--- src/rtl/y86_pkg.sv ---
// Shared Y86-64 encodings (icodes, register ids, status codes) and the controller state type.
package y86_pkg;

  localparam logic [3:0] IHALT   = 4'h0;
  localparam logic [3:0] INOP    = 4'h1;
  localparam logic [3:0] IRRMOVQ = 4'h2;
  localparam logic [3:0] IIRMOVQ = 4'h3;
  localparam logic [3:0] IRMMOVQ = 4'h4;
  localparam logic [3:0] IMRMOVQ = 4'h5;
  localparam logic [3:0] IOPQ    = 4'h6;
  localparam logic [3:0] IJXX    = 4'h7;
  localparam logic [3:0] ICALL   = 4'h8;
  localparam logic [3:0] IRET    = 4'h9;
  localparam logic [3:0] IPUSHQ  = 4'hA;
  localparam logic [3:0] IPOPQ   = 4'hB;

  localparam logic [3:0] RNONE   = 4'hF;

  localparam logic [2:0] SAOK    = 3'd1;
  localparam logic [2:0] SHLT    = 3'd2;
  localparam logic [2:0] SADR    = 3'd3;
  localparam logic [2:0] SINS    = 3'd4;

  typedef enum logic [1:0] {
    RUN    = 2'd0,
    DRAIN  = 2'd1,
    HALTED = 2'd2
  } ctl_state;

  // A status that must stop the machine once it reaches writeback.
  function automatic logic is_exc(input logic [2:0] stat);
    return (stat == SHLT) || (stat == SADR) || (stat == SINS);
  endfunction

endpackage

--- src/rtl/pipe_perf_counters.sv ---
// Bank of N saturating event counters; each lane counts one cycle per asserted inc bit while en is high.
module pipe_perf_counters #(
  parameter int CNT_W = 32,
  parameter int N     = 4
) (
  input  logic                      clk,
  input  logic                      rst_n,
  input  logic                      en,
  input  logic [N-1:0]              inc,
  output logic [N-1:0][CNT_W-1:0]   cnt
);

  logic [N-1:0][CNT_W-1:0] cnt_q;
  logic [N-1:0][CNT_W-1:0] cnt_d;

  always_comb begin
    cnt_d = cnt_q;
    for (int i = 0; i < N; i++) begin
      if (en && inc[i] && !(&cnt_q[i])) begin
        cnt_d[i] = cnt_q[i] + CNT_W'(1);
      end
    end
  end

  always_ff @(posedge clk) begin
    if (!rst_n) begin
      cnt_q <= '0;
    end else begin
      cnt_q <= cnt_d;
    end
  end

  assign cnt = cnt_q;

endmodule

--- src/rtl/pipeline_control.sv ---
// Y86-64 hazard/exception controller with RUN/DRAIN/HALTED sequencing.
// Optional PIPE_PERF_CNT_EN adds stall/bubble/mispredict/ret event counters.
module pipeline_control
  import y86_pkg::*;
#(
  parameter int CNT_W     = 32,
  parameter int DRAIN_MAX = 4
) (
  input  logic             clk,
  input  logic             rst_n,
  input  logic [3:0]       D_icode,
  input  logic [3:0]       d_srcA,
  input  logic [3:0]       d_srcB,
  input  logic [3:0]       E_icode,
  input  logic [3:0]       E_dstM,
  input  logic             e_Cnd,
  input  logic [3:0]       M_icode,
  input  logic [2:0]       m_stat,
  input  logic [2:0]       W_stat,
  output logic             F_stall,
  output logic             D_stall,
  output logic             D_bubble,
  output logic             E_bubble,
  output logic             M_bubble,
  output logic             W_stall,
  output logic             set_cc,
  output logic             halted,
  output logic [2:0]       final_stat,
  output logic [CNT_W-1:0] retire_cnt
`ifdef PIPE_PERF_CNT_EN
  ,
  output logic [CNT_W-1:0] stall_cnt,
  output logic [CNT_W-1:0] bubble_cnt,
  output logic [CNT_W-1:0] mispred_cnt,
  output logic [CNT_W-1:0] ret_cnt
`endif
);

  localparam int DCW = (DRAIN_MAX > 1) ? $clog2(DRAIN_MAX) : 1;
  localparam logic [DCW-1:0] DRAIN_LAST = DCW'(DRAIN_MAX - 1);

  function automatic logic [CNT_W-1:0] sat_inc(input logic [CNT_W-1:0] v);
    return (&v) ? v : v + CNT_W'(1);
  endfunction

  ctl_state         state_q, state_d;
  logic [DCW-1:0]   drain_cnt_q, drain_cnt_d;
  logic [2:0]       final_stat_q, final_stat_d;
  logic [CNT_W-1:0] retire_cnt_q, retire_cnt_d;

  logic load_use, ret_in, mispred, m_exc, w_exc;

  always_comb begin
    load_use = ((E_icode == IMRMOVQ) || (E_icode == IPOPQ)) && (E_dstM != RNONE) &&
               ((E_dstM == d_srcA) || (E_dstM == d_srcB));
    ret_in   = (D_icode == IRET) || (E_icode == IRET) || (M_icode == IRET);
    mispred  = (E_icode == IJXX) && !e_Cnd;
    m_exc    = is_exc(m_stat);
    w_exc    = is_exc(W_stat);
  end

  // Stage-register controls; reset flushes, HALTED freezes, otherwise hazard equations.
  always_comb begin
    F_stall  = 1'b0;
    D_stall  = 1'b0;
    D_bubble = 1'b0;
    E_bubble = 1'b0;
    M_bubble = 1'b0;
    W_stall  = 1'b0;
    set_cc   = 1'b0;
    if (!rst_n) begin
      D_bubble = 1'b1;
      E_bubble = 1'b1;
      M_bubble = 1'b1;
    end else if (state_q == HALTED) begin
      F_stall  = 1'b1;
      D_stall  = 1'b1;
      W_stall  = 1'b1;
      E_bubble = 1'b1;
      M_bubble = 1'b1;
    end else begin
      F_stall  = load_use | ret_in;
      // A mispredict squashes D, so holding it would be pointless.
      D_stall  = load_use & ~mispred;
      D_bubble = mispred | (~load_use & ret_in);
      E_bubble = mispred | load_use;
      M_bubble = m_exc | w_exc;
      W_stall  = w_exc;
      set_cc   = (state_q == RUN) && (E_icode == IOPQ) && !m_exc && !w_exc;
    end
  end

  always_comb begin
    state_d      = state_q;
    drain_cnt_d  = drain_cnt_q;
    final_stat_d = final_stat_q;
    retire_cnt_d = retire_cnt_q;
    case (state_q)
      RUN: begin
        if (w_exc) begin
          state_d      = HALTED;
          final_stat_d = W_stat;
        end else if (m_exc) begin
          state_d     = DRAIN;
          drain_cnt_d = '0;
        end
      end
      DRAIN: begin
        // Watchdog: a faulting instruction that never reaches W is reported as ADR.
        if (w_exc) begin
          state_d      = HALTED;
          final_stat_d = W_stat;
        end else if (drain_cnt_q == DRAIN_LAST) begin
          state_d      = HALTED;
          final_stat_d = SADR;
        end else begin
          drain_cnt_d = drain_cnt_q + DCW'(1);
        end
      end
      HALTED: ;
      default: state_d = RUN;
    endcase
    if ((state_q != HALTED) && (W_stat == SAOK) && !W_stall) begin
      retire_cnt_d = sat_inc(retire_cnt_q);
    end
  end

  always_ff @(posedge clk) begin
    if (!rst_n) begin
      state_q      <= RUN;
      drain_cnt_q  <= '0;
      final_stat_q <= SAOK;
      retire_cnt_q <= '0;
    end else begin
      state_q      <= state_d;
      drain_cnt_q  <= drain_cnt_d;
      final_stat_q <= final_stat_d;
      retire_cnt_q <= retire_cnt_d;
    end
  end

  assign halted     = (state_q == HALTED);
  assign final_stat = final_stat_q;
  assign retire_cnt = retire_cnt_q;

`ifdef PIPE_PERF_CNT_EN
  logic [3:0]            perf_inc;
  logic [3:0][CNT_W-1:0] perf_cnt;

  assign perf_inc = {ret_in & F_stall, mispred, D_bubble | E_bubble, F_stall};

  pipe_perf_counters #(
    .CNT_W (CNT_W),
    .N     (4)
  ) u_perf (
    .clk   (clk),
    .rst_n (rst_n),
    .en    (state_q != HALTED),
    .inc   (perf_inc),
    .cnt   (perf_cnt)
  );

  assign stall_cnt   = perf_cnt[0];
  assign bubble_cnt  = perf_cnt[1];
  assign mispred_cnt = perf_cnt[2];
  assign ret_cnt     = perf_cnt[3];
`endif

endmodule

--- config.mk ---
export PLATFORM = sky130hd
export DESIGN_NAME = pipeline_control
export DESIGN_NICKNAME = d
export VERILOG_FILES = /design/src/rtl/y86_pkg.sv /design/src/rtl/pipe_perf_counters.sv /design/src/rtl/pipeline_control.sv
export SDC_FILE = /design/constraint.sdc
export NUM_CORES = 1
export LEC_CHECK = 0
export CAP_MARGIN = 20
export CORE_MARGIN = 3
export CORE_UTILIZATION = 41
export CTS_BUF_LIST = sky130_fd_sc_hd__clkbuf_8 sky130_fd_sc_hd__clkbuf_16
export DETAILED_ROUTE_END_ITERATION = 10
export GPL_ROUTABILITY_DRIVEN = 0
export PLACE_DENSITY = 0.87
export SLEW_MARGIN = 20
export SYNTH_ARGS = -nofsm -noshare
export SYNTH_HDL_FRONTEND = slang
export SYNTH_SLANG_ARGS = --single-unit
--- constraint.sdc ---
create_clock -name clk -period 1.95 [get_ports clk]
set_input_delay 0.195 -clock clk [delete_from_list [all_inputs] [get_ports clk]]
set_output_delay 0.195 -clock clk [all_outputs]
set_load 0.05 [all_outputs]
==> flow_metrics.env <==
export IMPL_status="finished, final reports clean"
export IMPL_fin_cells=447
export IMPL_syn_area_per_cell_um2=8.27
export IMPL_synth_area_um2=2250
export IMPL_path_cells="inv_2 > nand2_2 > inv_2 > nor4b_4 > nand4_1 > buf_4 > buf_6 > buf_4 > o31ai_2 > a21oi_1"
export IMPL_wl_met2_um=3610
export IMPL_vias=2572
export IMPL_antenna_found_initial=0
export IMPL_synthesis_yosys_warnings=0
export IMPL_cts_max_level=2
export IMPL_synth_area_leaders="sky130_fd_sc_hd__dfxtp_1, sky130_fd_sc_hd__a21oi_1, sky130_fd_sc_hd__nand4_1, sky130_fd_sc_hd__o31ai_1, sky130_fd_sc_hd__or4_1"
export IMPL_wl_met3_um=363
export IMPL_core_rowCount=26
export IMPL_detailedRoute_firstPassIterationCount=4
export IMPL_grt_pass1_vias=2430
export IMPL_report_final_setup_viol=0
export IMPL_synth_net_count=307
export IMPL_synth_seq_area_share_pct=34.7
export IMPL_grt_pass1_wl_um=10900
export IMPL_clockBufferDepth=2
export IMPL_area_of_the_die_um2=6410
export IMPL_postSynthRegisterBits=39
export IMPL_initial_core_util_pct=43.2
export IMPL_grt_max_degree=30
export IMPL_worstSetupPathType="flop to flop"
export IMPL_post_layout_total_power_w=0.00170
export IMPL_synth_cell_type_count=42
export IMPL_routed_metal_1_wire_length_um=3030
export IMPL_dp_final_hpwl_um=4800
export IMPL_cp_data_arrival_time_ps=2110
export IMPL_total_drc_errors_in_the_routed_layout=0
export IMPL_crit_family="simple AND/OR/NAND/NOR gates"
export IMPL_achievable_frequency_ghz=0.517
export IMPL_critical_path_fanout_max=7
export IMPL_die_width_um=80.1
export IMPL_postLayoutCellArea_um2=3640
export IMPL_cts_tree="yes"
export IMPL_netlist_area_leader_share_pct=34.7
export IMPL_routed_top_layer="met4"
export IMPL_setup_worst_path_start="state_q[0]"
export IMPL_fin_crit_ps=1930
export IMPL_max_stage_delay_ps=340
export IMPL_clock_sinks=39
export IMPL_holdCritPathClass="flop to flop"
export IMPL_power_per_cell_area_nw_per_um2=468
export IMPL_clock_skew_final_ps=4.51
export IMPL_clkSlewWorstSetupHoldPaths_ps=80
export IMPL_overflow=0
export IMPL_numCtsBuffers=5
export IMPL_hold_path_startpoint="drain_cnt_q[1]"
export IMPL_finalCritPeriodShare_pct=99.2
export IMPL_critical_path_reg2reg_startpoint="state_q[0]"
export IMPL_remaining_antenna_violation_count_after_routing=0
export IMPL_cts_hold_fix_buffers=0
export IMPL_whs_ps=491
export IMPL_setup_worst_path_start_class="flop"
export IMPL_post_synth_inst_count=272
export IMPL_floorplan_io_pins=76
export IMPL_drt_total_wl_um=7090
export IMPL_slew_limit_headroom_pct=65.8
export IMPL_timing_critical_path_buf_inv=5
export IMPL_area_growth_syn_to_layout_pct=61.7
export IMPL_placement_io_buffers=75
export IMPL_placedInstanceArea_um2=3310
export IMPL_via_per_inst=5.75
export IMPL_worst_pin_slew_ps=511
export IMPL_leakagePower_nw=1.29
export IMPL_clock_latency_ps=300
export IMPL_dr_wl_cell_um=15.9
export IMPL_globalRouteTotalUtil_pct=21.1
export IMPL_clk_root_buffer_cell="sky130_fd_sc_hd__clkbuf_8"
export IMPL_worst_setup_path_end_kind="flop"
export IMPL_place_inst=426
export IMPL_max_vdd_ir_drop_uv=434
export IMPL_final_hold_violation_count=0
export IMPL_critical_path_data_required_time_ps=2130
export IMPL_fp_coreArea_um2=5200
export IMPL_layout_setup_ws_ps=15.8
export IMPL_design_final_nets=411
export IMPL_max_cap_violations=0
export IMPL_drive_gt1_share_pct=27.3
export IMPL_placement_setup_slack_ps=-153
export IMPL_final_max_slew_viol_count=0
export IMPL_synth_area_leader_cell="sky130_fd_sc_hd__dfxtp_1"
export IMPL_slowest_stage="sky130_fd_sc_hd__dfxtp_2"
export IMPL_starting_drt_drc_count=134
export IMPL_die_height_um=80.1
export IMPL_antenna_cells=0
export IMPL_grt_setup_unrepaired="true"
synth_stat cells (all sizes together):
cell type and number:
nor3b 1, ha 2, and3b 1, nor4b 2
mux2i 5, o21a 5, and2 5, nand2b 6
buf 5, and4 5, dfxtp 39, o21ai 12
inv 6, nand3b 1, nand4 19, nand3 13
nor3 5, and3 2, nor4bb 2, a21oi 32
o31ai 14, clkbuf 7, a22o 1, nor2 9
o31a 4, nand2 22, o32ai 1, or3 13
xnor2 8, nor4 6, or4 14, nor2b 2
o211ai 2, a211oi 1
logic make-up after synthesis:
logic type / after synthesis / synth area share (%)
AO/OA/AOI/OAI: 72 / 19.5
XOR/XNOR: 8 / 3.12
adder cells (fa/ha/maj): 2 / 1.11
buffers and inverters: 18 / 3.89
flip-flops: 39 / 34.7
multiplexers: 5 / 2.23
AND/OR/NAND/NOR: 128 / 35.4
path summary, 6_finish.rpt:
| kind | end | slack, ps | cells after the start |
|---|---|---|---|
| setup / recovery | retire_cnt[29] | 20 | 10 |
| hold / removal | drain_cnt_q[1] | 490 | 2 |
| setup reg to reg | retire_cnt[29] | 20 | 10 |
| hold reg to reg | drain_cnt_q[1] | 490 | 2 |
registers in the layout, indices dropped and copies added (netlist names):
signal       flops
final_stat       3
drain_cnt_q      2
state_q          2
retire_cnt      32
what timing repair did:
action | 4_1_cts | 5_1_grt
setup buffers | 0 | 11
gates cloned | 0 | 2
pin swaps | 0 | 16
endpoints found under the setup margin | 1 | 31
resized for setup | 1 | 32
worst register-to-register path: stages, from the launching register on:
cell and delay, ps:
sky130_fd_sc_hd__dfxtp_2 340, sky130_fd_sc_hd__inv_2 50, sky130_fd_sc_hd__nand2_2 90, sky130_fd_sc_hd__inv_2 60, sky130_fd_sc_hd__nor4b_4 340, sky130_fd_sc_hd__nand4_1 200
sky130_fd_sc_hd__buf_4 180, sky130_fd_sc_hd__buf_6 120, sky130_fd_sc_hd__buf_4 130, sky130_fd_sc_hd__o31ai_2 220, sky130_fd_sc_hd__a21oi_1 90
metal layers:
metal | GRT usage [%] | vias to the layer above
met5 | 0 | -
met4 | 4.73 | 0
met3 | 5.27 | 9
met2 | 36.8 | 86
met1 | 26.1 | 1221
li1 | - | 1256
cells in the final DEF (no fill, tap or decap), types with 3 or more instances in the layout:
cell type,netlist,layout
sky130_fd_sc_hd__clkdlybuf4s50_1,0,60
sky130_fd_sc_hd__buf_4,0,31
sky130_fd_sc_hd__a21oi_1,32,26
sky130_fd_sc_hd__nand2_1,21,21
sky130_fd_sc_hd__dfxtp_2,0,19
sky130_fd_sc_hd__nand4_1,18,18
sky130_fd_sc_hd__o31ai_1,14,12
sky130_fd_sc_hd__o21ai_0,12,12
sky130_fd_sc_hd__or3_1,13,12
sky130_fd_sc_hd__nand3_1,13,11
sky130_fd_sc_hd__or4_1,14,11
sky130_fd_sc_hd__dfxtp_4,0,11
sky130_fd_sc_hd__nor2_1,9,9
sky130_fd_sc_hd__dfxtp_1,39,9
sky130_fd_sc_hd__xnor2_1,8,7
sky130_fd_sc_hd__dlymetal6s2s_1,0,7
sky130_fd_sc_hd__buf_12,0,7
sky130_fd_sc_hd__nand2b_1,6,6
sky130_fd_sc_hd__a21oi_2,0,6
sky130_fd_sc_hd__clkbuf_8,0,6
sky130_fd_sc_hd__o21a_1,5,5
sky130_fd_sc_hd__inv_1,5,5
sky130_fd_sc_hd__mux2i_1,5,5
sky130_fd_sc_hd__and2_1,5,5
sky130_fd_sc_hd__o31a_1,4,4
sky130_fd_sc_hd__nor4_1,5,4
sky130_fd_sc_hd__and4_1,5,4
sky130_fd_sc_hd__nor3_1,3,3
sky130_fd_sc_hd__or4_4,0,3
sky130_fd_sc_hd__buf_6,2,3
metrics by stage:
| stage | TNS (ps) | util (%) |
|---|---|---|
| after floorplan | 0 | - |
| after global placement | -836 | 63.7 |
| after detailed placement | -1540 | 63.7 |
| after CTS | -0.115 | 65.5 |
| after global routing | -777 | 69.9 |
| final | 0 | 69.9 |
power breakdown:
| group | internal [W] | total, W | switching (W) |
|---|---|---|---|
| registers | 0.000791 | 0.000799 | 0.00000796 |
| clock network | 0.000278 | 0.000565 | 0.000286 |
| logic | 0.000166 | 0.000338 | 0.000171 |
| total | 0.00124 | 0.00170 | 0.000466 |
cell type report:
cell class	instances	area [um^2]
sequential	39	846
inverter	6	22.5
clock inverter	2	7.51
clock buffer	6	82.6
multi-input combinational	215	1470
tap	70	87.6
fill	383	1570
timing repair buffer	109	1120
Power figures use the tool's default switching activity.
==> RTL change 1, RTL diff (same settings) <==
The option `PIPE_PERF_CNT_EN` is turned on by a define.
--- a/src/rtl/pipeline_control.sv
+++ b/src/rtl/pipeline_control.sv
@@ -1,5 +1,7 @@
 // Y86-64 hazard/exception controller with RUN/DRAIN/HALTED sequencing.
 // Optional PIPE_PERF_CNT_EN adds stall/bubble/mispredict/ret event counters.
+`define PIPE_PERF_CNT_EN
+
 module pipeline_control
   import y86_pkg::*;
 #(
Check against the original RTL (old outputs only; new: bubble_cnt, mispred_cnt, ret_cnt and stall_cnt): equivalent (Yosys induction, for registers that start in step).
==> RTL change 1 against the original RTL <==
- the run now ends with negative setup slack left
- sequential power grew to 4.2 times the old value
- setup slack worse by 0.24 ns
- area after synthesis grew to 3.7 times the old value
- clock skew is 0.013 ns higher
- hold slack worse by 0.19 ns
- final area grew to 3.9 times the old value
- utilization is 1.4 points higher
- total power grew to 4.5 times the old value
- wire length grew to 4.5 times the old value
- sequential cell count is 128 higher
- largest cell class unchanged
==> RTL change 1: results <==
clock_tree:
  clock_latency_ns: 0.43
  cts_setup_buffers: 22
  htreeDepth: 4
  cts_root_buf: "clkbuf_16"
  cts_buffers: 17
  ctsResizeCount: 106
outcome:
  status: "finished with violations"
  violations: "negative setup slack"
grt:
  grtUsageTotal_pct: 25.0
  grt_start_max_net_pins: 147
  grt_pass1_wl_um: 45600
  use_met1_pct: 29.6
  use_met3_pct: 5.67
critical_path:
  critPathMaxFanout: 6
  r2r_cells: 8
  startpoint: "u_perf.cnt[57]$_SDFFE_PN0P_"
  cpPeakStageDelay_ns: 0.56
placed_design:
  dp.cells: 1602
  place_ws_ns: -0.713
layout:
  largest_register_ffs: 128
  final_cells: 1688
  final_layout_size_suffix_gt1_share_pct: 37.7
  nNetsFinal: 1449
hold_path:
  hold_path.class: "in -> reg"
  hold_path_end: "final_stat[0]$_SDFFE_PN1P_"
  min-delay-start: "rst_n"
  min_path_cells: 3
route:
  drt_iter0_drc: 652
  via_per_inst: 5.82
  avgRoutedWirePerCell_um: 19.1
logic_synthesis:
  synthTopCellsByArea: "dfxtp_1, nor2_1, nand3_1"
  synthXorXnorAreaFrac_pct: 9.45
  synth_compound_area_share_pct: 12.4
  synth_fa_ha_area_share_pct: 0.900
  synth.avg_cell_area_um2: 8.27
sta:
  tightest_slew_ns: 0.748
  setup_viol: 54
  finalWorstSetupSlack_ns: -0.220
pwr:
  p_leak_nw: 5.28
  vdd_drop_max_uv: 581
[RTL change 1: changes by cell type after synthesis, moves of 15 or more]
cell | before | now
a21oi_1 | 32 | 59
and3_1 | 2 | 28
and4_1 | 5 | 24
clkbuf_1 | 6 | 36
dfxtp_1 | 39 | 167
nand2_1 | 21 | 81
nand3_1 | 13 | 79
nand4_1 | 18 | 44
nor2_1 | 9 | 114
nor4_1 | 5 | 20
o21ai_0 | 12 | 45
or3_1 | 13 | 36
xnor2_1 | 8 | 45
xor2_1 | 0 | 45
[RTL change 1: critical path: cells and delay by family, from the launching register on]
kind | cells | cell delay, ns
buffers and inverters | 2 | 0.33
flip-flops | 1 | 0.35
AO/OA/AOI/OAI | 3 | 0.45
AND/OR/NAND/NOR | 3 | 0.95
[RTL change 1: area by class of cell]
| cell class | instances | area (um2) |
|---|---|---|
| Fill cell | 1299 | 5670 |
| Multi-Input combinational cell | 781 | 5560 |
| Clock inverter | 14 | 160 |
| Inverter | 18 | 73.8 |
| Timing Repair Buffer | 425 | 3840 |
| Clock buffer | 18 | 439 |
| Sequential cell | 167 | 3650 |
| Tap cell | 265 | 332 |
[RTL change 1: routing by layer]
| layer | share of wire (%) | vias to the layer above |
|---|---|---|
| li1 | - | 4486 |
| met1 | 38 | 4720 |
| met2 | 50 | 497 |
| met3 | 7.7 | 126 |
| met4 | 4.1 | 0 |
| met5 | 0 | - |
[RTL change 1: power by group]
part | leakage [nW] | switching [mW] | internal, mW
sequential | 1.43 | 0.0227 | 3.36
clock | 0.294 | 1.47 | 2.04
combinational | 3.56 | 0.495 | 0.352
==> RTL change 2, RTL diff (config.mk and constraints unchanged) <==
Without the edit above. Reset style: asynchronous (`rst_n`), changed in one clocked block.
--- a/src/rtl/pipeline_control.sv
+++ b/src/rtl/pipeline_control.sv
@@ -125,7 +125,7 @@
     end
   end
 
-  always_ff @(posedge clk) begin
+  always_ff @(posedge clk or negedge rst_n) begin
     if (!rst_n) begin
       state_q      <= RUN;
       drain_cnt_q  <= '0;
Function: differs if rst_n is asserted again (counterexample within 4 cycles, from zero or initial values and one cycle with rst_n low); with rst_n held inactive, the same outputs for 10 cycles.
==> RTL change 2 against the original RTL <==
- utilization fell by 3.0 points
- sequential cell count did not move
- setup slack improved by 0.032 ns
- final area fell by 4.9%
- sequential share of layout area rose by 6.0 points
- non-clock buffer count fell by 16
- wire length fell by 14%
- final cell count fell by 13%
- global-route usage fell by 1.4 points
- area after synthesis fell by 1.3%
Power is not compared: it rests on default switching activity, and its combinational part moved more than twofold at a synthesized area within 25%.
==> RTL change 2: results <==
grt:
  met2_usage_pct: 33.7
  use_met1_pct: 24.1
  grt_pass1_wl_um: 9680
  grtUsageTotal_pct: 19.7
logic_synthesis:
  synth.net_count: 255
  ys_seq_area_share_pct: 44.0
  synthTopCellsByArea: "dfrtp_1, xnor2_1, xor2_1"
  yosys-mux-area-fraction_pct: 1.92
  synth_fa_ha_area_share_pct: 1.13
  synthXorXnorAreaFrac_pct: 14.6
  yosysUniqueCellTypes: 44
  async_flop_share_pct: 100
placed_design:
  place_ws_ns: -0.0645
layout:
  n_all_inverters: 5
  final_layout_size_suffix_gt1_share_pct: 26.3
  multi_input_cells: 175
  seq_share_pct: 29.3
  buffer_area_share_pct: 28.3
critical_path:
  r2r-end: "retire_cnt[20]$_DFFE_PN0P_"
  regToRegSetupSlack_ns: 0.05
  critPathMaxFanout: 6
  r2r-start: "retire_cnt[8]$_DFFE_PN0P_"
route:
  drt_iter0_drc: 169
  route.met2.wl_um: 3230
  routed-wl-met3_um: 319
  num_vias: 2098
sta:
  finClkSkew_ns: 0.00848
  period_minus_slack_ns: 1.90
hold_path:
  hold_path.class: "in -> async"
outcome:
  status: "completed"
RTL change 2: cell types whose count changed after synthesis, moves of 12 or more:
| cell | unedited run | this run |
|---|---|---|
| dfrtp_1 | 0 | 38 |
| xnor2_1 | 8 | 25 |
| xor2_1 | 0 | 12 |
| a21oi_1 | 32 | 5 |
| o31ai_1 | 14 | 0 |
| or3_1 | 13 | 0 |
| or4_1 | 14 | 0 |
| dfxtp_1 | 39 | 0 |
RTL change 2: timing repair:
item | 4_1_cts | 5_1_grt
resized for setup | 2 | 13
setup buffers | 0 | 1
setup endpoints to repair | 1 | 11
hold buffers | 1 | 0
hold endpoints to repair | 3 | 0
pin swaps | 0 | 4
RTL change 2: through the flow:
step | hold slack, ns | cells | instance area, um2
2_1_floorplan | -0.101 | 220 | 2280
3_3_place_gp | 0.0715 | 380 | 3310
3_5_place_dp | 0.0740 | 380 | 3310
4_1_cts | 0.293 | 389 | 3410
5_1_grt | 0.322 | 390 | 3460
6_report | 0.300 | 390 | 3460
